<file path="src/rtl/acc_cpu_pkg.sv">
// Shared types and instruction-field helpers for the parametrised accumulator CPU.
// Field helpers take a wide word plus the widths so one set serves every DATA_W/ADDR_W.
package acc_cpu_pkg;

    typedef enum logic [3:0] {
        OpAdd = 4'd0,
        OpSub = 4'd1,
        OpXor = 4'd2,
        OpDbl = 4'd3,
        OpLda = 4'd4,
        OpSta = 4'd5,
        OpCmm = 4'd6,
        OpAnd = 4'd7,
        OpJmp = 4'd8,
        OpJz  = 4'd9,
        OpJc  = 4'd10,
        OpInc = 4'd11,
        OpCla = 4'd12,
        OpShr = 4'd13,
        OpNop = 4'd14,
        OpHlt = 4'd15
    } opcode_e;

    typedef enum logic [2:0] {
        StIdle,
        StFetch0,
        StFetch1,
        StDecode,
        StIndirect,
        StExec,
        StHalt
    } state_e;

    function automatic logic ir_ind(input logic [63:0] ir, input int unsigned dw);
        return ir[dw-1];
    endfunction

    function automatic logic [3:0] ir_op(input logic [63:0] ir, input int unsigned dw);
        return ir[dw-2 -: 4];
    endfunction

    function automatic logic [63:0] ir_addr(input logic [63:0] ir, input int unsigned aw);
        return ir & ((64'd1 << aw) - 64'd1);
    endfunction

endpackage

</file>
<file path="src/rtl/acc_cpu_alu.sv">
// Combinational datapath: one result word feeds either AC or memory, chosen by the enables.
module acc_cpu_alu
    import acc_cpu_pkg::*;
#(
    parameter int unsigned DATA_W = 16
) (
    input  opcode_e           i_op,
    input  logic [DATA_W-1:0] i_ac,
    input  logic [DATA_W-1:0] i_m,
    input  logic              i_c,
    output logic [DATA_W-1:0] o_result,
    output logic              o_c,
    output logic              o_we_ac,
    output logic              o_we_m
);

    always_comb begin
        o_result = i_ac;
        o_c      = i_c;
        o_we_ac  = 1'b0;
        o_we_m   = 1'b0;
        unique case (i_op)
            OpAdd: begin
                {o_c, o_result} = {1'b0, i_ac} + {1'b0, i_m};
                o_we_ac = 1'b1;
            end
            // Top bit of the widened difference is the borrow.
            OpSub: begin
                {o_c, o_result} = {1'b0, i_ac} - {1'b0, i_m};
                o_we_ac = 1'b1;
            end
            OpXor: begin
                o_result = i_ac ^ i_m;
                o_we_ac  = 1'b1;
            end
            OpDbl: begin
                o_result = i_m + i_m;
                o_we_m   = 1'b1;
            end
            OpLda: begin
                o_result = i_m;
                o_we_ac  = 1'b1;
            end
            OpSta: begin
                o_result = i_ac;
                o_we_m   = 1'b1;
            end
            OpCmm: begin
                o_result = ~i_m;
                o_we_m   = 1'b1;
            end
            OpAnd: begin
                o_result = i_ac & i_m;
                o_we_ac  = 1'b1;
            end
            OpInc: begin
                {o_c, o_result} = {1'b0, i_ac} + (DATA_W+1)'(1);
                o_we_ac = 1'b1;
            end
            OpCla: begin
                o_result = '0;
                o_we_ac  = 1'b1;
            end
            OpShr: begin
                o_result = i_ac >> 1;
                o_c      = i_ac[0];
                o_we_ac  = 1'b1;
            end
            default: begin
            end
        endcase
    end

endmodule

</file>
<file path="src/rtl/acc_cpu_param.sv">
// Parametrised accumulator CPU with unified internal memory, host load port and start/halt handshake.
module acc_cpu_param
    import acc_cpu_pkg::*;
#(
    parameter int unsigned DATA_W = 16,
    parameter int unsigned ADDR_W = 8
) (
    input  logic              clk,
    input  logic              rst_n,
    input  logic              start,
    input  logic              load_en,
    input  logic [ADDR_W-1:0] load_addr,
    input  logic [DATA_W-1:0] load_data,
    output logic              busy,
    output logic              halted,
    output logic [DATA_W-1:0] ac_out,
    output logic [ADDR_W-1:0] pc_out,
    output logic              flag_z,
    output logic              flag_c
);

    localparam int unsigned Depth = 2 ** ADDR_W;

    state_e            r_state;
    logic [ADDR_W-1:0] r_pc;
    logic [ADDR_W-1:0] r_ar;
    logic [DATA_W-1:0] r_ir;
    logic [DATA_W-1:0] r_ac;
    logic              r_z;
    logic              r_c;
    logic              r_busy;
    logic              r_halted;
    logic [DATA_W-1:0] r_mem [Depth];

    logic              w_idle;
    logic              w_ind;
    opcode_e           w_op;
    logic [ADDR_W-1:0] w_addr;
    logic [DATA_W-1:0] w_mem_rd;
    logic [DATA_W-1:0] w_result;
    logic              w_c_next;
    logic              w_we_ac;
    logic              w_we_m;
    logic              w_exec_we;
    logic              w_load_we;

    assign w_idle   = (r_state == StIdle) || (r_state == StHalt);
    assign w_ind    = ir_ind(64'(r_ir), DATA_W);
    assign w_op     = opcode_e'(ir_op(64'(r_ir), DATA_W));
    assign w_addr   = ADDR_W'(ir_addr(64'(r_ir), ADDR_W));
    assign w_mem_rd = r_mem[r_ar];

    acc_cpu_alu #(
        .DATA_W (DATA_W)
    ) u_alu (
        .i_op     (w_op),
        .i_ac     (r_ac),
        .i_m      (w_mem_rd),
        .i_c      (r_c),
        .o_result (w_result),
        .o_c      (w_c_next),
        .o_we_ac  (w_we_ac),
        .o_we_m   (w_we_m)
    );

    // Memory is only written in EXEC, so a reset earlier in the instruction abandons the store.
    assign w_exec_we = (r_state == StExec) && w_we_m;
    assign w_load_we = w_idle && load_en;

    always_ff @(posedge clk) begin
        if (w_load_we) begin
            r_mem[load_addr] <= load_data;
        end else if (w_exec_we) begin
            r_mem[r_ar] <= w_result;
        end
    end

    always_ff @(posedge clk or negedge rst_n) begin
        if (!rst_n) begin
            r_state  <= StIdle;
            r_pc     <= '0;
            r_ar     <= '0;
            r_ir     <= '0;
            r_ac     <= '0;
            r_z      <= 1'b0;
            r_c      <= 1'b0;
            r_busy   <= 1'b0;
            r_halted <= 1'b0;
        end else begin
            unique case (r_state)
                StIdle, StHalt: begin
                    if (start) begin
                        r_state  <= StFetch0;
                        r_pc     <= '0;
                        r_ac     <= '0;
                        r_z      <= 1'b0;
                        r_c      <= 1'b0;
                        r_busy   <= 1'b1;
                        r_halted <= 1'b0;
                    end
                end
                StFetch0: begin
                    r_ar    <= r_pc;
                    r_state <= StFetch1;
                end
                StFetch1: begin
                    r_ir    <= w_mem_rd;
                    r_pc    <= r_pc + ADDR_W'(1);
                    r_state <= StDecode;
                end
                StDecode: begin
                    r_ar    <= w_addr;
                    r_state <= w_ind ? StIndirect : StExec;
                end
                StIndirect: begin
                    r_ar    <= w_mem_rd[ADDR_W-1:0];
                    r_state <= StExec;
                end
                StExec: begin
                    if (w_we_ac) begin
                        r_ac <= w_result;
                        r_z  <= (w_result == '0);
                    end
                    r_c <= w_c_next;
                    if ((w_op == OpJmp) || (w_op == OpJz && r_z) || (w_op == OpJc && r_c)) begin
                        r_pc <= r_ar;
                    end
                    if (w_op == OpHlt) begin
                        r_state  <= StHalt;
                        r_busy   <= 1'b0;
                        r_halted <= 1'b1;
                    end else begin
                        r_state <= StFetch0;
                    end
                end
                default: begin
                    r_state  <= StIdle;
                    r_busy   <= 1'b0;
                    r_halted <= 1'b0;
                end
            endcase
        end
    end

    assign busy   = r_busy;
    assign halted = r_halted;
    assign ac_out = r_ac;
    assign pc_out = r_pc;
    assign flag_z = r_z;
    assign flag_c = r_c;

endmodule

</file>
<file path="config.mk">
export PLATFORM = sky130hd
export DESIGN_NAME = acc_cpu_param
export DESIGN_NICKNAME = d
export VERILOG_FILES = /design/src/rtl/acc_cpu_pkg.sv /design/src/rtl/acc_cpu_alu.sv /design/src/rtl/acc_cpu_param.sv
export SDC_FILE = /design/constraint.sdc
export NUM_CORES = 2
export LEC_CHECK = 0
export CELL_PAD_IN_SITES_DETAIL_PLACEMENT = 1
export CELL_PAD_IN_SITES_GLOBAL_PLACEMENT = 1
export CORE_MARGIN = 8
export CORE_UTILIZATION = 35
export DETAILED_ROUTE_END_ITERATION = 16
export PLACE_DENSITY = 0.51
export SLEW_MARGIN = 10
export SYNTH_ARGS = -nofsm -noshare
export SYNTH_HDL_FRONTEND = slang
export SYNTH_SLANG_ARGS = --single-unit
export TNS_END_PERCENT = 5
</file>
<file path="constraint.sdc">
create_clock -name clk -period 45.2 [get_ports clk]
set_clock_uncertainty 0.05 [all_clocks]
set_input_delay 4.52 -clock clk [delete_from_list [all_inputs] [get_ports clk]]
set_output_delay 4.52 -clock clk [all_outputs]
set_load 0.05 [all_outputs]
</file>
Word level (Yosys, flattened, before mapping)
Memories as Yosys holds them, arrays and structs flattened.
Cells that the tools add are included.
Widths: inputs -> output; s select.

cells by class
  multiplexer cells = 32
  bitwise gates (word level) = 4
  add/sub/neg operators = 5
  eq/ne operators = 25
  reduce and logical (&&, ||, !) cells = 22

operators with widths
  operator               number
  $pmux 16 s10           1
  $mux 16                3
  $pmux 8 s3             2
  $pmux 16 s2            1
  $eq 4x4->1 const B     7
  $mux 8                 3
  $pmux 3 s6             1
  $add 16x1->17 const B  1
  $add 16x16->17         1
  $sub 16x16->17         1
  $add 16x16->16         1
  $and 16x16->16         1
  $eq 4x3->1 const B     4
  $logic_not 16->1       1
  $not 16->16            1
  $reduce_or 16->1       1
  $xor 16x16->16         1
  $mux 1                 14
  $reduce_and 3->1       4
  $eq 3x3->1 const B     3
  $add 8x1->8 const B    1
  $eq 4x2->1 const B     2
  $reduce_or 8->1        1
  $eq 3x2->1 const B     2
  19 further kinds       30

storage, ports and cells
  logic and storage cells = 98
  memories kept = 1
  register bits = 55
  bits of input ports = 28
  memory bits (writable) = 4096

memory list
  name   words  width  rd ports  clocked after memory_dff  write ports  line                 RTL
  r_mem  256    16     1         0                         1            acc_cpu_param.sv:33  logic [DATA_W-1:0] r_mem [Depth];

Longest topological paths before layout
  word-level depth = 9
  gate-level depth with buffers = 30
  mapped depth without buffers = 22

Hierarchy
A second synthesis with hierarchy kept.

unflattened totals
  cells, all modules = 8153
  area total of the unflattened synthesis = 164300.1 µm²

modules (own cells, without submodules)
  module         area an instance (µm²)  instances  cells each  sequential area each (µm²)
  acc_cpu_param  160834.3                1          7601        124299.2
  acc_cpu_alu    3465.8                  1          552         0.0

Worst setup path after synthesis
Ideal clock, no wire load.

  kind = reg-to-reg
  start = reg r_ar[0]
  end = mem r_mem[0][15] (data pin)
  setup slack = 28.310 ns
  data arrival time = 14.650 ns
  cell stages (with the launch flop) = 25
  cell sequence = dfrtp_1 > buf_6 > buf_12 > buf_12 > buf_12 > buf_8 > buf_12 > buf_8 > mux4_2 > a22oi_1 > nor2_1 > nor4_2 > nor2_1 > o2111a_1 > inv_1 > ha_1 > or4_1 > o21ai_0 > a21oi_1 > o21ba_2 > o31ai_1 > xor2_1 > nor2_1 > o32ai_2 > o21ai_0

on the way
  cells in the longest elaborated chain, start to end = 4

RTL lines
  element                                 line                  RTL
  start: declaration                      acc_cpu_param.sv:26   logic [ADDR_W-1:0] r_ar;
  start signal: assignment                acc_cpu_param.sv:103  r_ar <= r_pc;
  start signal: assignment                acc_cpu_param.sv:112  r_ar <= w_addr;
  start signal: assignment                acc_cpu_param.sv:116  r_ar <= w_mem_rd[ADDR_W-1:0];
  $mem_v2 256x16 (*)                      n/a
  $add 16x16->16 (tied with other cells)  acc_cpu_alu.sv:37     o_result = i_m + i_m;
  $pmux 16 s10 (*)                        acc_cpu_alu.sv:22     unique case (i_op)
  $mux 16 (no line) (*)                   n/a
  end: declaration                        acc_cpu_param.sv:33

Mark *: on every way between the ends. The rest lies on a longest branch, timed or not.

Worst setup path in the final report
  start = reg r_ar[0]
  end = mem r_mem[94][10] (data pin)

on the way
  cells in the longest elaborated chain, start to end = 4

RTL lines
  element                                 line               RTL
  $mem_v2 256x16 (*)                      n/a
  net u_alu.i_m[0]                        acc_cpu_alu.sv:9   input logic [DATA_W-1:0] i_m,
  $add 16x16->16 (tied with other cells)  acc_cpu_alu.sv:37
  $pmux 16 s10 (*)                        acc_cpu_alu.sv:22
  $mux 16 (no line) (*)                   n/a

The timed path passes the listed nets; every way through them passes the cells marked *.

==> results.json <==
{
  "grt_pass1_wl_um": 770000,
  "antenna_left": 0,
  "fmax_mhz": 86.4,
  "route.vias.total": 86999,
  "status": "finished, violations left",
  "tightestPinTransition_ns": 1.51,
  "final_hold_viol_count": 0,
  "hold_path.class": "reg2reg",
  "drtPass1Iterations": 6,
  "initialDrtViolationCount": 10983,
  "synth_warnings": 0,
  "clk_pin_slew_ns": 0.07,
  "violations": "max-capacitance violations, max-slew violations",
  "drv_cap": 1,
  "drv_slew": 2,
  "syn_inst": 8014,
  "ir_worst_vdd_mv": 0.0397,
  "cts-hold-fix-buffers": 0,
  "final.fill_count": 44202,
  "die-width_um": 703,
  "finalNonFillerCells": 15050,
  "critPathMostFrequentCell": "buf_4",
  "drc": 0,
  "coreArea_mm2": 0.470,
  "die-area_mm2": 0.494,
  "cts_max_level": 5,
  "async_reset_ff_share_pct": 1.25,
  "syn_nets": 8081,
  "path_buf_inv": 9,
  "dp_hpwl_um": 346000,
  "power_leakage_nw": 58.8,
  "synth_cell_type_count": 107,
  "rows": 252,
  "nets": 8518,
  "critPathTopFamily": "buffers and inverters",
  "cp_max_fo": 120,
  "setup_viol_count_final": 0,
  "die_h_um": 703,
  "postCtsSetupBuffers": 0,
  "overflow": 0,
  "period_minus_slack_ns": 11.57,
  "powerDensity_mw_per_mm2": 63.8,
  "startpoint_type": "flip-flop",
  "ys_seq_area_share_pct": 75.3,
  "final.period_utilization_pct": 25.6,
  "gp_congestion": 0.848,
  "syn_area_mm2": 0.165,
  "drt-total-wl_um": 566000,
  "cts_tree": "built",
  "drive_gt1_share_pct": 26.0,
  "rsz0062_at_grt": "false",
  "place_inst": 14230,
  "viasPerCell": 5.78,
  "power_mw": 12.1,
  "endpoint_kind": "flip-flop",
  "io_buffers": 55,
  "clock-sinks": 4148,
  "clock_latency_ns": 1.03,
  "cts_resized": 0,
  "syn_avg_cell_area_um2": 20.6,
  "crit_required_ns": 45.82,
  "grt_max_degree": 178,
  "criticalPathCategory": "reg2reg",
  "ys_ff_latch": 4148,
  "fin_setup_tns_ns": 0,
  "crit_arrival_ns": 12.19,
  "grt_pass1_vias": 88451,
  "grt_usage_pct": 22.4,
  "slowest_stage": "dfrtp_4",
  "hold_slack_ns": 0.443,
  "num_io_pins": 56,
  "synth_edf_count": 4096,
  "synthFlopType": "edfxtp_1",
  "cts_max_path_buffers": 4,
  "root_buffer": "clkbuf_16",
  "r2r_setup_slack_ns": 33.63,
  "start_util_pct": 35.1,
  "slowest_delay_ns": 0.93,
  "syn_to_final_growth_pct": 14.4,
  "post_drt_wl_per_cell_um": 37.6,
  "antenna_found_initial": 50,
  "cts-buffers-inserted": 440,
  "slew-limit-headroom_pct": -3.37
}
## power breakdown
| group | leakage, nW | internal (mW) | switching, mW |
|---|---|---|---|
| registers | 37.5 | 4.37 | 0.0918 |
| logic | 14.4 | 1.33 | 2.66 |
| clock network | 6.91 | 2.04 | 1.55 |
| total | 58.8 | 7.74 | 4.31 |
## synth_stat cells, types with 36 or more instances
library cell | count | area share [%]
mux2i_1 | 394 | 2.4
o211ai_1 | 36 | 0.16
o22ai_1 | 86 | 0.33
dfrtp_1 | 52 | 0.79
inv_1 | 37 | 0.084
a22oi_1 | 145 | 0.66
nor2_1 | 410 | 0.93
o21ai_0 | 171 | 0.52
buf_4 | 67 | 0.30
mux2_2 | 83 | 0.57
nor2b_1 | 36 | 0.14
ha_1 | 37 | 0.28
nand3_1 | 101 | 0.31
nand2_1 | 275 | 0.63
a221oi_1 | 59 | 0.31
mux4_2 | 808 | 11
buf_2 | 117 | 0.35
a22o_1 | 40 | 0.21
edfxtp_1 | 4096 | 75
buf_6 | 61 | 0.42
a21oi_1 | 152 | 0.46
clkbuf_1 | 145 | 0.33
mux4_1 | 89 | 1.4
## through the flow
stage	setup slack, ns	cell area, µm²	utilization [%]
2_1_floorplan	28.31	165000	-
3_3_place_gp	33.00	175000	37.1
6_report	33.63	189000	40.2
5_1_grt	33.09	189000	40.2
3_5_place_dp	32.80	175000	37.1
4_1_cts	32.73	189000	40.1
## logic make-up (layout without fill, tap and decap cells)
| family | count (synthesis) | after routing | share of synthesized area [%] |
|---|---|---|---|
| muxes | 1378 | 1378 | 15.4 |
| and+or+nand+nor | 1017 | 1017 | 2.84 |
| DFF | 4148 | 4148 | 75.3 |
| buffers and inverters | 518 | 1320 | 2.26 |
| adders and majority gates | 40 | 40 | 0.311 |
| other | 0 | 11 | 0 |
| AOI/OAI and AO/OA | 889 | 889 | 3.69 |
| xor gates and xnor gates | 24 | 24 | 0.127 |
## metal layers
metal / up-vias / share of wire [%] / track usage (%)
met3: 669 / 6.8 / 3.53
met1: 48599 / 45 / 33.2
met5: - / 0.014 / 0
li1: 34350 / - / -
met4: 12 / 2.9 / 5.92
met2: 3369 / 45 / 34.4
## state kept, by name (all words and copies together) (netlist names)
name	count
r_ir	13
r_state	3
r_mem	4096
pc_out	8
busy	1
flag_z	1
r_ar	8
halted	1
ac_out	16
flag_c	1
## final cells by class
class	count	area [µm²]	area share, %
inverters	39	151	0.0802
flip-flops and latches	4148	124000	65.9
multi-input cells	3348	38500	20.4
repair buffers	474	3830	2.03
diodes	11	27.5	0.0146
clock inverters	274	2640	1.40
well taps	6223	7790	4.12
clock buffers	533	11500	6.09
## placed cells by master (no fill, tap or decap), types with 41 or more instances in the layout
cell type / count
nor2_1: 182
clkinv_2: 96
a21oi_1: 151
edfxtp_1: 4096
a221oi_1: 59
dfrtp_1: 45
mux4_1: 89
clkinv_1: 99
clkdlybuf4s50_1: 54
nor2_4: 93
o21ai_0: 154
nand3_1: 101
o22ai_1: 86
nor2_2: 136
clkbuf_1: 86
mux2_2: 77
mux4_2: 808
mux2i_1: 393
a22oi_1: 145
bufinv_16: 41
nand2_1: 256
clkbuf_16: 446
buf_4: 406
## tightest hold or removal path, stage by stage, from the launching register on
cell     delay, ns
dfrtp_1       0.34
nand2_1       0.05
o21ai_0       0.06
## worst paths after layout
path | start | endpoint | cells past startpoint
setup / recovery | r_ar[0] | r_mem[94][10] | 26
hold / removal | r_ir[0] | r_ir[0] | 2
setup reg to reg | r_ar[0] | r_mem[94][10] | 26
hold reg to reg | r_ir[0] | r_ir[0] | 2
max in group asynchronous | rst_n | r_ar[4] | 2
min in group asynchronous | rst_n | ac_out[8] | 2
Power figures use the tool's default switching activity.
